`src/rtl/conv_input_streamer.sv`:
```
// Streams activations (a) and weights (b) to the convolution accelerator in
// y, x, oc, ic, ky, kx loop order. Border padding is inserted as zero beats
// without a memory read. Each channel has a two-entry output FIFO.
module conv_input_streamer #(
  parameter int unsigned IO_DATA_WIDTH      = 16,
  parameter int unsigned FEATURE_MAP_WIDTH  = 1024,
  parameter int unsigned FEATURE_MAP_HEIGHT = 1024,
  parameter int unsigned INPUT_NB_CHANNELS  = 64,
  parameter int unsigned OUTPUT_NB_CHANNELS = 64,
  parameter int unsigned KERNEL_SIZE        = 3,
  parameter int unsigned SRC_MEM_HEIGHT     = 1 << 20,
  localparam int unsigned AW                = $clog2(SRC_MEM_HEIGHT)
) (
  input  logic                     clk,
  input  logic                     rst_in,
  input  logic                     start,
  output logic                     running,
  output logic                     done,
  output logic [AW-1:0]            act_mem_read_addr,
  output logic                     act_mem_read_en,
  input  logic [IO_DATA_WIDTH-1:0] act_mem_qout,
  output logic [AW-1:0]            wgt_mem_read_addr,
  output logic                     wgt_mem_read_en,
  input  logic [IO_DATA_WIDTH-1:0] wgt_mem_qout,
  output logic [IO_DATA_WIDTH-1:0] a_data,
  output logic                     a_valid,
  input  logic                     a_ready,
  output logic [IO_DATA_WIDTH-1:0] b_data,
  output logic                     b_valid,
  input  logic                     b_ready
);

  localparam int unsigned XW  = (FEATURE_MAP_WIDTH  > 1) ? $clog2(FEATURE_MAP_WIDTH)  : 1;
  localparam int unsigned YW  = (FEATURE_MAP_HEIGHT > 1) ? $clog2(FEATURE_MAP_HEIGHT) : 1;
  localparam int unsigned ICW = (INPUT_NB_CHANNELS  > 1) ? $clog2(INPUT_NB_CHANNELS)  : 1;
  localparam int unsigned OCW = (OUTPUT_NB_CHANNELS > 1) ? $clog2(OUTPUT_NB_CHANNELS) : 1;
  localparam int unsigned KW  = (KERNEL_SIZE        > 1) ? $clog2(KERNEL_SIZE)        : 1;
  localparam int unsigned XSW = $clog2(FEATURE_MAP_WIDTH) + 2;
  localparam int unsigned YSW = $clog2(FEATURE_MAP_HEIGHT) + 2;
  localparam int unsigned PAD = (KERNEL_SIZE - 1) / 2;

  localparam logic [1:0] S_IDLE  = 2'd0;
  localparam logic [1:0] S_RUN   = 2'd1;
  localparam logic [1:0] S_DRAIN = 2'd2;

  logic [1:0]     state_q, state_d;
  logic [YW-1:0]  y_q, y_d;
  logic [XW-1:0]  x_q, x_d;
  logic [OCW-1:0] oc_q, oc_d;
  logic [ICW-1:0] ic_q, ic_d;
  logic [KW-1:0]  ky_q, ky_d;
  logic [KW-1:0]  kx_q, kx_d;
  logic           rd_q, pad_q, running_q, done_q;

  // Per-channel FIFO: index 0 = a (activation), 1 = b (weight).
  logic [1:0]               hv_q, hv_d, tv_q, tv_d;
  logic [IO_DATA_WIDTH-1:0] hd_q [2];
  logic [IO_DATA_WIDTH-1:0] hd_d [2];
  logic [IO_DATA_WIDTH-1:0] td_q [2];
  logic [IO_DATA_WIDTH-1:0] td_d [2];
  logic [IO_DATA_WIDTH-1:0] push_c [2];
  logic [1:0]               rdy_c, pop_c, room_c;

  logic signed [YSW-1:0] yi_c;
  logic signed [XSW-1:0] xi_c;
  logic                  pad_c, issue_c, last_c;
  logic [AW-1:0]         act_addr_c, wgt_addr_c;

  // Input coordinates of the current tuple and border detection.
  assign yi_c  = $signed(YSW'(y_q)) + $signed(YSW'(ky_q)) - $signed(YSW'(PAD));
  assign xi_c  = $signed(XSW'(x_q)) + $signed(XSW'(kx_q)) - $signed(XSW'(PAD));
  assign pad_c = yi_c[YSW-1] || (yi_c >= $signed(YSW'(FEATURE_MAP_HEIGHT))) ||
                 xi_c[XSW-1] || (xi_c >= $signed(XSW'(FEATURE_MAP_WIDTH)));

  assign act_addr_c = (AW'(yi_c) * AW'(FEATURE_MAP_WIDTH) + AW'(xi_c)) *
                      AW'(INPUT_NB_CHANNELS) + AW'(ic_q);
  assign wgt_addr_c = ((AW'(oc_q) * AW'(INPUT_NB_CHANNELS) + AW'(ic_q)) *
                       AW'(KERNEL_SIZE) + AW'(ky_q)) * AW'(KERNEL_SIZE) + AW'(kx_q);

  assign last_c = (kx_q == KW'(KERNEL_SIZE - 1)) && (ky_q == KW'(KERNEL_SIZE - 1)) &&
                  (ic_q == ICW'(INPUT_NB_CHANNELS - 1)) && (oc_q == OCW'(OUTPUT_NB_CHANNELS - 1)) &&
                  (x_q == XW'(FEATURE_MAP_WIDTH - 1)) && (y_q == YW'(FEATURE_MAP_HEIGHT - 1));

  // Issue only when both FIFOs can absorb the read without overflowing.
  assign rdy_c   = {b_ready, a_ready};
  assign pop_c   = hv_q & rdy_c;
  assign room_c[0] = (3'(hv_q[0]) + 3'(tv_q[0]) + 3'(rd_q)) < (3'd2 + 3'(pop_c[0]));
  assign room_c[1] = (3'(hv_q[1]) + 3'(tv_q[1]) + 3'(rd_q)) < (3'd2 + 3'(pop_c[1]));
  assign issue_c = (state_q == S_RUN) && (&room_c);

  assign act_mem_read_en   = issue_c && !pad_c;
  assign act_mem_read_addr = act_mem_read_en ? act_addr_c : '0;
  assign wgt_mem_read_en   = issue_c;
  assign wgt_mem_read_addr = issue_c ? wgt_addr_c : '0;

  assign push_c[0] = pad_q ? '0 : act_mem_qout;
  assign push_c[1] = wgt_mem_qout;

  // Two-entry FIFO update: head is the output register, tail is the skid slot.
  always_comb begin
    hv_d = hv_q;
    tv_d = tv_q;
    for (int c = 0; c < 2; c++) begin
      hd_d[c] = hd_q[c];
      td_d[c] = td_q[c];
      if (rd_q && !pop_c[c]) begin
        if (!hv_q[c]) begin
          hv_d[c] = 1'b1;
          hd_d[c] = push_c[c];
        end else begin
          tv_d[c] = 1'b1;
          td_d[c] = push_c[c];
        end
      end else if (!rd_q && pop_c[c]) begin
        hv_d[c] = tv_q[c];
        tv_d[c] = 1'b0;
        if (tv_q[c]) hd_d[c] = td_q[c];
      end else if (rd_q && pop_c[c]) begin
        if (tv_q[c]) begin
          hd_d[c] = td_q[c];
          td_d[c] = push_c[c];
        end else begin
          hd_d[c] = push_c[c];
        end
      end
    end
  end

  // Next-state and loop-counter advance.
  always_comb begin
    state_d = state_q;
    y_d = y_q;   x_d = x_q;   oc_d = oc_q;
    ic_d = ic_q; ky_d = ky_q; kx_d = kx_q;
    case (state_q)
      S_IDLE: begin
        if (start) begin
          state_d = S_RUN;
          y_d = '0;  x_d = '0;  oc_d = '0;
          ic_d = '0; ky_d = '0; kx_d = '0;
        end
      end
      S_RUN: begin
        if (issue_c) begin
          if (last_c) state_d = S_DRAIN;
          if (kx_q != KW'(KERNEL_SIZE - 1)) kx_d = kx_q + KW'(1);
          else begin
            kx_d = '0;
            if (ky_q != KW'(KERNEL_SIZE - 1)) ky_d = ky_q + KW'(1);
            else begin
              ky_d = '0;
              if (ic_q != ICW'(INPUT_NB_CHANNELS - 1)) ic_d = ic_q + ICW'(1);
              else begin
                ic_d = '0;
                if (oc_q != OCW'(OUTPUT_NB_CHANNELS - 1)) oc_d = oc_q + OCW'(1);
                else begin
                  oc_d = '0;
                  if (x_q != XW'(FEATURE_MAP_WIDTH - 1)) x_d = x_q + XW'(1);
                  else begin
                    x_d = '0;
                    if (y_q != YW'(FEATURE_MAP_HEIGHT - 1)) y_d = y_q + YW'(1);
                    else y_d = '0;
                  end
                end
              end
            end
          end
        end
      end
      S_DRAIN: begin
        if ((hv_d == 2'b00) && (tv_d == 2'b00)) state_d = S_IDLE;
      end
      default: state_d = S_IDLE;
    endcase
  end

  // State, counters, in-flight tracking, FIFOs and status registers.
  always_ff @(posedge clk) begin
    if (rst_in) begin
      state_q <= S_IDLE;
      y_q <= '0;  x_q <= '0;  oc_q <= '0;
      ic_q <= '0; ky_q <= '0; kx_q <= '0;
      rd_q <= 1'b0;
      pad_q <= 1'b0;
      running_q <= 1'b0;
      done_q <= 1'b0;
      hv_q <= '0;
      tv_q <= '0;
      for (int c = 0; c < 2; c++) begin
        hd_q[c] <= '0;
        td_q[c] <= '0;
      end
    end else begin
      state_q <= state_d;
      y_q <= y_d;   x_q <= x_d;   oc_q <= oc_d;
      ic_q <= ic_d; ky_q <= ky_d; kx_q <= kx_d;
      rd_q <= issue_c;
      pad_q <= pad_c;
      running_q <= (state_d != S_IDLE);
      done_q <= (state_q == S_DRAIN) && (state_d == S_IDLE);
      hv_q <= hv_d;
      tv_q <= tv_d;
      for (int c = 0; c < 2; c++) begin
        hd_q[c] <= hd_d[c];
        td_q[c] <= td_d[c];
      end
    end
  end

  assign running = running_q;
  assign done    = done_q;
  assign a_data  = hd_q[0];
  assign a_valid = hv_q[0];
  assign b_data  = hd_q[1];
  assign b_valid = hv_q[1];

endmodule

```
`config.mk`:
```
export PLATFORM = sky130hd
export DESIGN_NAME = conv_input_streamer
export DESIGN_NICKNAME = d
export VERILOG_FILES = /design/src/rtl/conv_input_streamer.sv
export SDC_FILE = /design/constraint.sdc
export NUM_CORES = 1
export LEC_CHECK = 0
export ABC_AREA = 0
export CAP_MARGIN = 20
export CORE_MARGIN = 3
export CORE_UTILIZATION = 60
export CTS_CLUSTER_DIAMETER = 60
export CTS_CLUSTER_SIZE = 14
export DETAILED_ROUTE_END_ITERATION = 6
export PLACE_DENSITY = 0.95
export SLEW_MARGIN = 25
export SYNTH_ARGS = -nofsm -noshare
export SYNTH_HDL_FRONTEND = slang
export SYNTH_SLANG_ARGS = --single-unit
export TNS_END_PERCENT = 100
```
`constraint.sdc`:
```
create_clock -name clk -period 7.75 [get_ports clk]
set_input_delay 1.1625 -clock clk [delete_from_list [all_inputs] [get_ports clk]]
set_output_delay 1.1625 -clock clk [all_outputs]
set_load 0.01 [all_outputs]
```
-- After elaboration in Yosys (flattened, before gate mapping)
Memories as Yosys holds them, arrays and structs flattened.
Index checks and enable logic that the tools add are counted.
- register bits after elaboration: 46
- RAM bits: 64
- input bits: 37
- output and inout port bits: 78
- word-level logic and storage cells: 186
- memories kept: 2
- add/subtract/negate cells: 21
- multiply operators: 2
- $lt $le $gt $ge: 4
- equal/unequal tests: 21
- mux-type cells: 83
- bitwise operators: 5
- reduce and logical (&&, ||, !) cells: 35
- memory list (name ; depth ; bits a word ; rd ports ; clocked after Yosys merged registers in ; wr ports ; line ; source):
    hd_q ; 2 ; 16 ; 2 ; 0 ; 2 ; 57 ; logic [IO_DATA_WIDTH-1:0] hd_q [2];
    td_q ; 2 ; 16 ; 2 ; 0 ; 2 ; 59 ; logic [IO_DATA_WIDTH-1:0] td_q [2];
- operators with widths (cell ; count):
    16-bit two-way mux ; 27
    10-bit two-way mux ; 14
    6-bit two-way mux ; 10
    10-bit one-hot mux with 2 select lines ; 2
    12-bit >= comparator (second input constant) ; 2
    6-bit one-hot mux with 2 select lines ; 2
    11-bit by 1-bit subtractor with 12-bit output (second input constant) ; 2
    10-bit by 2-bit adder with 11-bit output ; 2
    10-bit by 1-bit adder with 10-bit output (second input constant) ; 2
    20-bit by 6-bit adder with 20-bit output ; 1
    10-bit == test (second input constant) ; 2
    2-bit two-way mux ; 10
    20-bit two-way mux ; 1
    10-bit inequality test (second input constant) ; 2
    18-bit by 2-bit adder with 19-bit output ; 1
    19-bit two-way mux ; 1
    16-bit by 2-bit multiplier with 18-bit output (second input constant) ; 1
    2-bit inequality test (second input constant) ; 9
    15-bit by 2-bit adder with 16-bit output ; 1
    1-bit logical AND ; 15
    13-bit by 2-bit multiplier with 15-bit output (second input constant) ; 1
    14-bit adder ; 1
    12-bit by 6-bit adder with 13-bit output ; 1
    1-bit two-way mux ; 13
    other kinds (25) ; 48

-- Longest topological paths before layout
Gate-level depths: netlist of run 1.
- word-level depth: 11
- depth in mapped cells: 20
- gate-level depth less buffers: 20

-- Worst setup path before layout of run 1
Ideal clock, no wire load.
- kind: reg2out
- start point: reg ic_q[0]
- end point: out wgt_mem_read_addr[14]
- arrival time: 4.180 ns
- data required time: 6.588 ns
- path slack: 2.407 ns
- cell stages (with the launch flop): 19
- path buffers: 0
- path through: dfxtp_1 inv_1 fa_1 inv_1 ha_1 inv_1 fa_1 nor2b_1 o21a_1 o21ai_0 a211oi_1 nor4_1 a311o_1 ha_1 ha_1 a211oi_1 nor3b_1 a311o_1 mux2i_1
- cells in the longest elaborated chain, start to end: 6
- RTL lines (item ; line ; source):
    from (decl) ; 50 ; logic [ICW-1:0] ic_q, ic_d;
    from (signal assigned) ; 195 ; ic_q <= ic_d; ky_q <= ky_d; kx_q <= kx_d;
    12-bit by 6-bit adder with 13-bit output ; 77 ; assign wgt_addr_c = ((AW'(oc_q) * AW'(INPUT_NB_CHANNELS) + AW'(ic_q)) *
    13-bit by 2-bit multiplier with 15-bit output ; 77 ;
    15-bit by 2-bit adder with 16-bit output ; 78 ; AW'(KERNEL_SIZE) + AW'(ky_q)) * AW'(KERNEL_SIZE) + AW'(kx_q);
    16-bit by 2-bit multiplier with 18-bit output ; 78 ;
    18-bit by 2-bit adder with 19-bit output ; 78 ;
    19-bit two-way mux ; 94 ; assign wgt_mem_read_addr = issue_c ? wgt_addr_c : '0;
    to (decl) ; 22 ; output logic [AW-1:0] wgt_mem_read_addr,
Every way passes these cells.

-- Worst setup path after layout of run 1
- start point: reg ic_q[0]
- end point: out wgt_mem_read_addr[13]
The elaborated chain is that of the path after synthesis.

==> results of run 1 <==
-- power groups by stage --
stage	registers [mW]	clock network, mW	logic (mW)
after floorplan	0.614	0	0.168
after global placement	0.612	0	0.251
after detailed placement	0.613	0	0.258
after CTS	0.600	0.496	0.263
after global routing	0.604	0.518	0.291
final	0.601	0.494	0.263
-- layout by cell type, fill, tap and decap left out, types with 5 or more instances in the layout --
cell / Yosys / layout
fa_1: 9 / 9
and2_1: 14 / 14
nor2b_1: 24 / 24
a21o_1: 13 / 13
clkdlybuf4s50_1: 0 / 109
ha_1: 93 / 93
nand2_1: 31 / 31
nand2b_1: 11 / 11
inv_1: 58 / 58
clkbuf_16: 0 / 9
o21ai_0: 22 / 22
dfxtp_1: 110 / 110
nand3b_1: 5 / 5
o21bai_1: 5 / 5
nand3_1: 12 / 10
xnor2_1: 31 / 31
or3_1: 9 / 9
xor2_1: 15 / 15
nor3_1: 11 / 11
mux2i_1: 68 / 68
a21oi_1: 62 / 60
nor2_1: 140 / 139
and3_1: 6 / 6
a211oi_1: 38 / 38
-- critical path: stages (launching register included) --
cell,delay [ns]
dfxtp_1,0.45
inv_1,0.12
fa_1,0.54
inv_1,0.05
ha_1,0.21
inv_1,0.07
fa_1,0.21
nor2b_1,0.06
o21a_1,0.18
o21ai_0,0.39
nand2b_1,0.14
a21oi_1,0.21
xnor2_1,0.17
ha_1,0.27
ha_1,0.36
a21oi_1,0.16
o21ai_0,0.19
a2111oi_0,0.72
o31ai_1,0.18
a21oi_1,0.16
clkdlybuf4s50_1,0.55
-- registers in the layout (all words and copies together), names as in the netlist --
name,flops
y_q,10
hv_q,2
hd_q,32
pad_q,1
tv_q,2
x_q,10
oc_q,6
td_q,32
running,1
state_q,2
ky_q,2
kx_q,2
done,1
ic_q,6
rd_q,1
-- kinds of logic (layout without fill, tap and decap cells) --
| group | after synthesis | after routing | share of synthesized area (%) |
|---|---|---|---|
| buffers and inverters | 95 | 186 | 5.02 |
| adders and majority gates | 103 | 103 | 17.9 |
| DFF | 110 | 110 | 29.1 |
| and+or+nand+nor | 289 | 289 | 18.6 |
| muxes | 69 | 69 | 9.14 |
| AOI/OAI and AO/OA | 175 | 175 | 14.9 |
| other | 1 | 4 | 0.0495 |
| xor gates and xnor gates | 46 | 46 | 5.32 |
-- worst max-delay path by stage --
stage	start	endpoint	slack, ns	cells past startpoint
after floorplan	ic_q[0]	wgt_mem_read_addr[14]	2.41	18
after global placement	ic_q[0]	wgt_mem_read_addr[13]	1.71	20
after detailed placement	ic_q[0]	wgt_mem_read_addr[13]	1.44	20
after CTS	ic_q[0]	wgt_mem_read_addr[13]	0.99	20
after global routing	ic_q[0]	wgt_mem_read_addr[13]	0.52	20
final	ic_q[0]	wgt_mem_read_addr[13]	0.85	20
-- routing by layer --
metal | global-route usage, % | up-vias | wire, um
met5 | 0 | - | 0
met4 | 9.89 | 0 | 540
met3 | 2.97 | 40 | 763
met2 | 44.2 | 177 | 8880
met1 | 30.9 | 3088 | 7500
li1 | - | 3266 | -
-- per-stage QoR --
stage | util, % | power, mW | worst slack (ns) | area [um2]
after global placement | 72.0 | 0.864 | 1.71 | 8750
after floorplan | - | 0.782 | 2.41 | 7580
after global routing | 74.8 | 1.41 | 0.518 | 9100
after detailed placement | 72.1 | 0.872 | 1.44 | 8760
after CTS | 74.7 | 1.36 | 0.985 | 9090
final | 74.8 | 1.36 | 0.851 | 9100
-- cell type report --
type	instances	share of cell area, %
Tap cell	168	2.31
Sequential cell	110	24.2
Timing Repair Buffer	112	12.2
Multi-Input combinational cell	686	55.3
Clock buffer	9	2.48
Clock inverter	7	1.09
Inverter	58	2.39
==> impl_results.md, run 1 <==
* Slew margin rel. at 34.3%
* Worst Hold Depth at 2
* IR drop worst, VDD at 112 uV
* Initial core utilization at 62.3%
* Largest net degree at the start of global routing at 91
* Startpoint types: flip-flop
* Area delta synth->final at 20.2%
* CTS tree: yes
* Post-Syn Area at 7570 um2
* Reg2reg start: rd_q
* Sink Count at 110
* Placed instance count at 1134
* Cell taking the most area after synthesis: dfxtp_1
* Diodes inserted at 0
* Worst-case clock buffer depth at 2
* Crit share post-route at 89.0%
* Initial antenna violation count at 0
* Layout cell share with drive strength beyond 1 at 3.36%
* Hold EP: y_q[1]
* Worst EP arrival at 5.74 ns
* Cells resized by post-CTS repair at 0
* Dominant synthesized flop cell: dfxtp_1
* Mapped Cells at 888
* Ys Warns at 0
* Sw Share at 28.5%
* Pins over their slew limit at 0
* Area of the die at 14000 um2
* Reg area at 2200 um2
* Hold Crit Class: reg2reg
* Most frequent cells after synthesis: 140 x nor2_1, 110 x dfxtp_1, 93 x ha_1, 68 x mux2i_1, 62 x a21oi_1
* Global route overflow at 0
* Core area at 12200 um2
* Worst-path clk slew at 0.07 ns
* Worst-path fanout max at 6
* Synth cell types at 59
* Combinational Power Share at 19.4%
* Yosys reg bits at 110
* Post-CTS Setup Inserts at 0
* Clock share of power at 36.4%
* Switching pwr at 0.386 mW
* Final WL at 17.7 mm
* Drt drc at 0
* DRT iter0 DRCs at 477
* Part of the power in registers at 44.3%
* CTS root buf: clkbuf_16
* Non-filler cells, final at 1150
* Max-capacitance violation count at 0
* First-pass GRT wire length at 29.9 mm
* Post-Syn Area per Cell at 8.53 um2
* CTS H-tree lvls at 3
* Fmax at 145 MHz
* RSZ-0062 raised after global routing: false
* GRT Util Overall at 25.0%
* Setup crit end kind: primary output
* CTS Buf Count at 9
* Die span in x at 118 um
* # hold bufs at CTS at 0
* Worst Clk Skew at 0.0142 ns
* R2r worst-path depth at 7
* Setup Viol. Count Final at 0
* Vias per Instance at 5.71
* Multi-input gate area at 5030 um2
* Pwr/cell area at 149 nW/um2
* Worst-Skew Late Latency at 0.35 ns
* Synth area leaders: dfxtp_1 29%, ha_1 15%, mux2i_1 9.0%, nor2_1 6.9%, a21oi_1 4.1%
* Initial DRT Pass Iterations at 5
* RePlAce Congestion at 0.898
* Fin. Hold Viols at 0
* DR WL/cell at 15.4 um
* DRT antenna net count at 0
* Port Buffers at 110
* Fin crit period at 6.90 ns
* P_int at 0.971 mW
* Seq/Total Area, Yosys at 29.1%
* Layout Nets at 1116
* Final HPWL DP at 12.5 mm
* Vias in the first global route at 6415
* Worst-Margin Slew at 0.985 ns
* Most common cell in the netlist: nor2_1
* # rows at 40
* Crit path required time at 6.59 ns
* Setup TNS Final at 0 ns
* Num ports at 115
* EDFF count, synth at 0
* Leakage power at 4.26 nW
* Total number of vias at 6571
* Critical path type: reg2out
* Ys async rst share at 0%
* Hold Slack at 0.488 ns
* Fill count at 833
* Origin of the worst min-delay path: y_q[1]
* R2R setup slack at 4.16 ns
* Post-synth top area share at 29.1%
* Reg2reg end: y_q[6]
* Die Y-Extent at 118 um
* Outcome: complete, no violations
No activity file was read; power rests on OpenSTA's default activity.
==> inputs of run 2 (changes only) <==
--- a/config.mk
+++ b/config.mk
@@ -7,7 +7,6 @@
 export LEC_CHECK = 0
 export ABC_AREA = 0
 export CAP_MARGIN = 20
-export CORE_MARGIN = 3
 export CORE_UTILIZATION = 60
 export CTS_CLUSTER_DIAMETER = 60
 export CTS_CLUSTER_SIZE = 14
==> run 2 against run 1 <==
  * Worst setup slack better by 0.12 ns
  * Cell area is 0.15% lower
  * Die area shrank 6.6%
  * Cell count did not move
  * Count of clock-buffer cells in the layout did not move
  * Core utilization is 0.11 points lower
  * Maximum frequency rose by 1.8%
  * Highest routed layer unchanged
==> impl_results.md, run 2 (synthesis gave the netlist of run 1 again) <==
* Outcome: complete, no violations
* Worst-case clock buffer depth at 2 (unchanged)
* # hold bufs at CTS at 0 (unchanged)
* Reg area at 2200 um2 (unchanged)
* # rows at 40 (unchanged)
* Cells resized by post-CTS repair at 0 (unchanged)
* Sink Count at 110 (unchanged)
* R2r worst-path depth at 7 (unchanged)
* GRT Util Overall at 27.0% (+2.0 points)
* Hold Crit Class: reg2reg
* Multi-input gate area at 5030 um2 (unchanged)
* Crit path from: ic_q[0]
* Vias in the first global route at 6485 (+1.1%)
* Port Buffers at 110 (unchanged)
* Commonest cells after routing, fill and taps aside: 139 x nor2_1, 110 x dfxtp_1, 109 x clkdlybuf4s50_1
* Top routing layer in use: met4
* Layout Nets at 1116 (unchanged)
* Fmax at 148 MHz (+1.8%)
* CTS Buf Count at 9 (unchanged)
* Hold Slack at 0.500 ns (+0.0114 ns)
* DRT antenna net count at 0 (unchanged)
* Largest net degree at the start of global routing at 91 (unchanged)
* R2R setup slack at 4.14 ns (-0.02 ns)
* Worst-path clk slew at 0.08 ns (about the same)
* Die span in x at 114 um (-3.4%)
* Vias per Instance at 5.73 (+0.20%)
* Area delta synth->final at 20.0%
* Setup crit end kind: primary output
* Worst EP arrival at 5.61 ns (-0.13 ns)
* DR WL/cell at 15.1 um (-1.7%)
* Num ports at 115 (unchanged)
* Reg2reg start: rd_q
* Critical path type: reg2out
* Fin crit period at 6.78 ns (-0.122 ns)
* Initial DRT Pass Iterations at 5 (unchanged)
* Pwr/cell area at 146 nW/um2 (-1.9%)
* Global route overflow at 0 (unchanged)
* CTS H-tree lvls at 3 (unchanged)
* Layout cell share with drive strength beyond 1 at 3.36% (unchanged)
* Initial antenna violation count at 0 (unchanged)
* Worst-Margin Slew at 0.988 ns (+0.00261 ns)
* Non-filler cells, final at 1150 (unchanged)
* Largest registers: hd_q (32), td_q (32)
* Core area at 12200 um2 (unchanged)
* Slew margin rel. at 34.2% (-0.17 points)
* Reg2reg end: y_q[6]
* RSZ-0062 raised after global routing: false
* DRT iter0 DRCs at 505 (+5.9%)
* CTS tree: yes
* Crit path required time at 6.59 ns (about the same)
* Worst-path fanout max at 6 (unchanged)
* Worst Clk Skew at 0.0154 ns (+0.00113 ns)
* Drt drc at 0 (unchanged)
* Leakage power at 4.25 nW (-0.23%)
* Setup Viol. Count Final at 0 (unchanged)
* Diodes inserted at 0 (unchanged)
* DRT met1 WL at 7.64 mm (+1.8%)
* Setup TNS Final at 0 ns (unchanged)
* First-pass GRT wire length at 29.1 mm (-2.7%)
* Startpoint types: flip-flop
* IR drop worst, VDD at 134 uV (+20%)
* Max-capacitance violation count at 0 (unchanged)
* Post-CTS Setup Inserts at 0 (unchanged)
* DR WL met2 at 8.62 mm (-2.9%)
* Post-route setup slack at 0.973 ns (+0.122 ns)
* Initial core utilization at 62.3% (unchanged)
* Origin of the worst min-delay path: hd_q[0][22]
* Die Y-Extent at 114 um (-3.4%)
* Hold EP: hd_q[0][22]
* Worst Hold Depth at 2 (unchanged)
* Fin. Hold Viols at 0 (unchanged)
* Final core occ at 74.7% (-0.11 points)
* Final HPWL DP at 12.4 mm (-0.72%)
* Routed met3 length at 670 um (-12%)
* DP Worst Slack at 1.39 ns (-0.0543 ns)
* Placed instance count at 1134 (unchanged)
* Final WL at 17.4 mm (-1.7%)
* Area of the die at 13100 um2 (-6.6%)
* Worst-Skew Late Latency at 0.35 ns (about the same)
* Total number of vias at 6584 (+0.20%)
* Pins over their slew limit at 0 (unchanged)
* CTS root buf: clkbuf_16
* Fill count at 833 (unchanged)
* Commonest non-fill, non-tap cell in the layout: nor2_1
* Crit share post-route at 87.5% (-1.6 points)
* RePlAce Congestion at 0.831 (-7.5%)
## run 2: cell types whose count changed in the layout (fill, tap and decap cells not counted)
cell	before	now
inv_6	0	1
clkinv_4	0	1
inv_8	4	1
clkinv_8	1	3
bufinv_16	1	0
## run 2: cell type report
| cell class | count | area share (%) |
|---|---|---|
| multi-input cells | 686 | 55.4 |
| flip-flops and latches | 110 | 24.2 |
| well taps | 168 | 2.31 |
| inverters | 58 | 2.40 |
| repair buffers | 112 | 12.2 |
| clock buffers | 9 | 2.48 |
| clock inverters | 7 | 0.937 |
## run 2: through the flow
| stage | cell area (um2) | power (mW) |
|---|---|---|
| floorplan | 7580 | 0.782 |
| global placement | 8750 | 0.864 |
| detailed placement | 8760 | 0.871 |
| CTS | 9070 | 1.33 |
| global route | 9080 | 1.39 |
| finish | 9080 | 1.33 |
## run 2: metal layers
metal	track usage [%]	vias to the layer above
met1	33.0	3105
li1	-	3263
met4	10.4	0
met5	0	-
met2	48.0	175
met3	3.92	41
## run 2: worst max path at each step
stage                                        to  cells past startpoint
final                     wgt_mem_read_addr[13]                     20
after global routing      wgt_mem_read_addr[13]                     20
after CTS                 wgt_mem_read_addr[13]                     20
after detailed placement  wgt_mem_read_addr[13]                     20
after global placement    wgt_mem_read_addr[13]                     20
after floorplan           wgt_mem_read_addr[14]                     18
## run 2: power by group
| part | leakage [nW] | switching, mW | internal (mW) | total (mW) |
|---|---|---|---|---|
| registers | 0.892 | 0.0182 | 0.583 | 0.602 |
| logic | 3.21 | 0.136 | 0.125 | 0.261 |
| clock network | 0.146 | 0.236 | 0.231 | 0.467 |
## run 2: critical path, stage by stage (launching register included)
cell and delay [ns]:
dfxtp_1 0.45, inv_1 0.12, fa_1 0.52, inv_1 0.05, ha_1 0.20, inv_1 0.07, fa_1 0.20, nor2b_1 0.06
o21a_1 0.18, o21ai_0 0.31, nand2b_1 0.10, a21oi_1 0.18, xnor2_1 0.18, ha_1 0.28, ha_1 0.35, a21oi_1 0.14
o21ai_0 0.18, a2111oi_0 0.77, o31ai_1 0.18, a21oi_1 0.17, clkdlybuf4s50_1 0.55
==> inputs of run 3 (changes only) <==
--- a/config.mk
+++ b/config.mk
@@ -8,6 +8,7 @@
 export ABC_AREA = 0
 export CAP_MARGIN = 20
 export CORE_UTILIZATION = 60
+export CTS_BUF_LIST = sky130_fd_sc_hd__clkbuf_16
 export CTS_CLUSTER_DIAMETER = 60
 export CTS_CLUSTER_SIZE = 14
 export DETAILED_ROUTE_END_ITERATION = 6
==> results of run 3 <==
Final layout, timing and power as in run 2 (identical DEF).
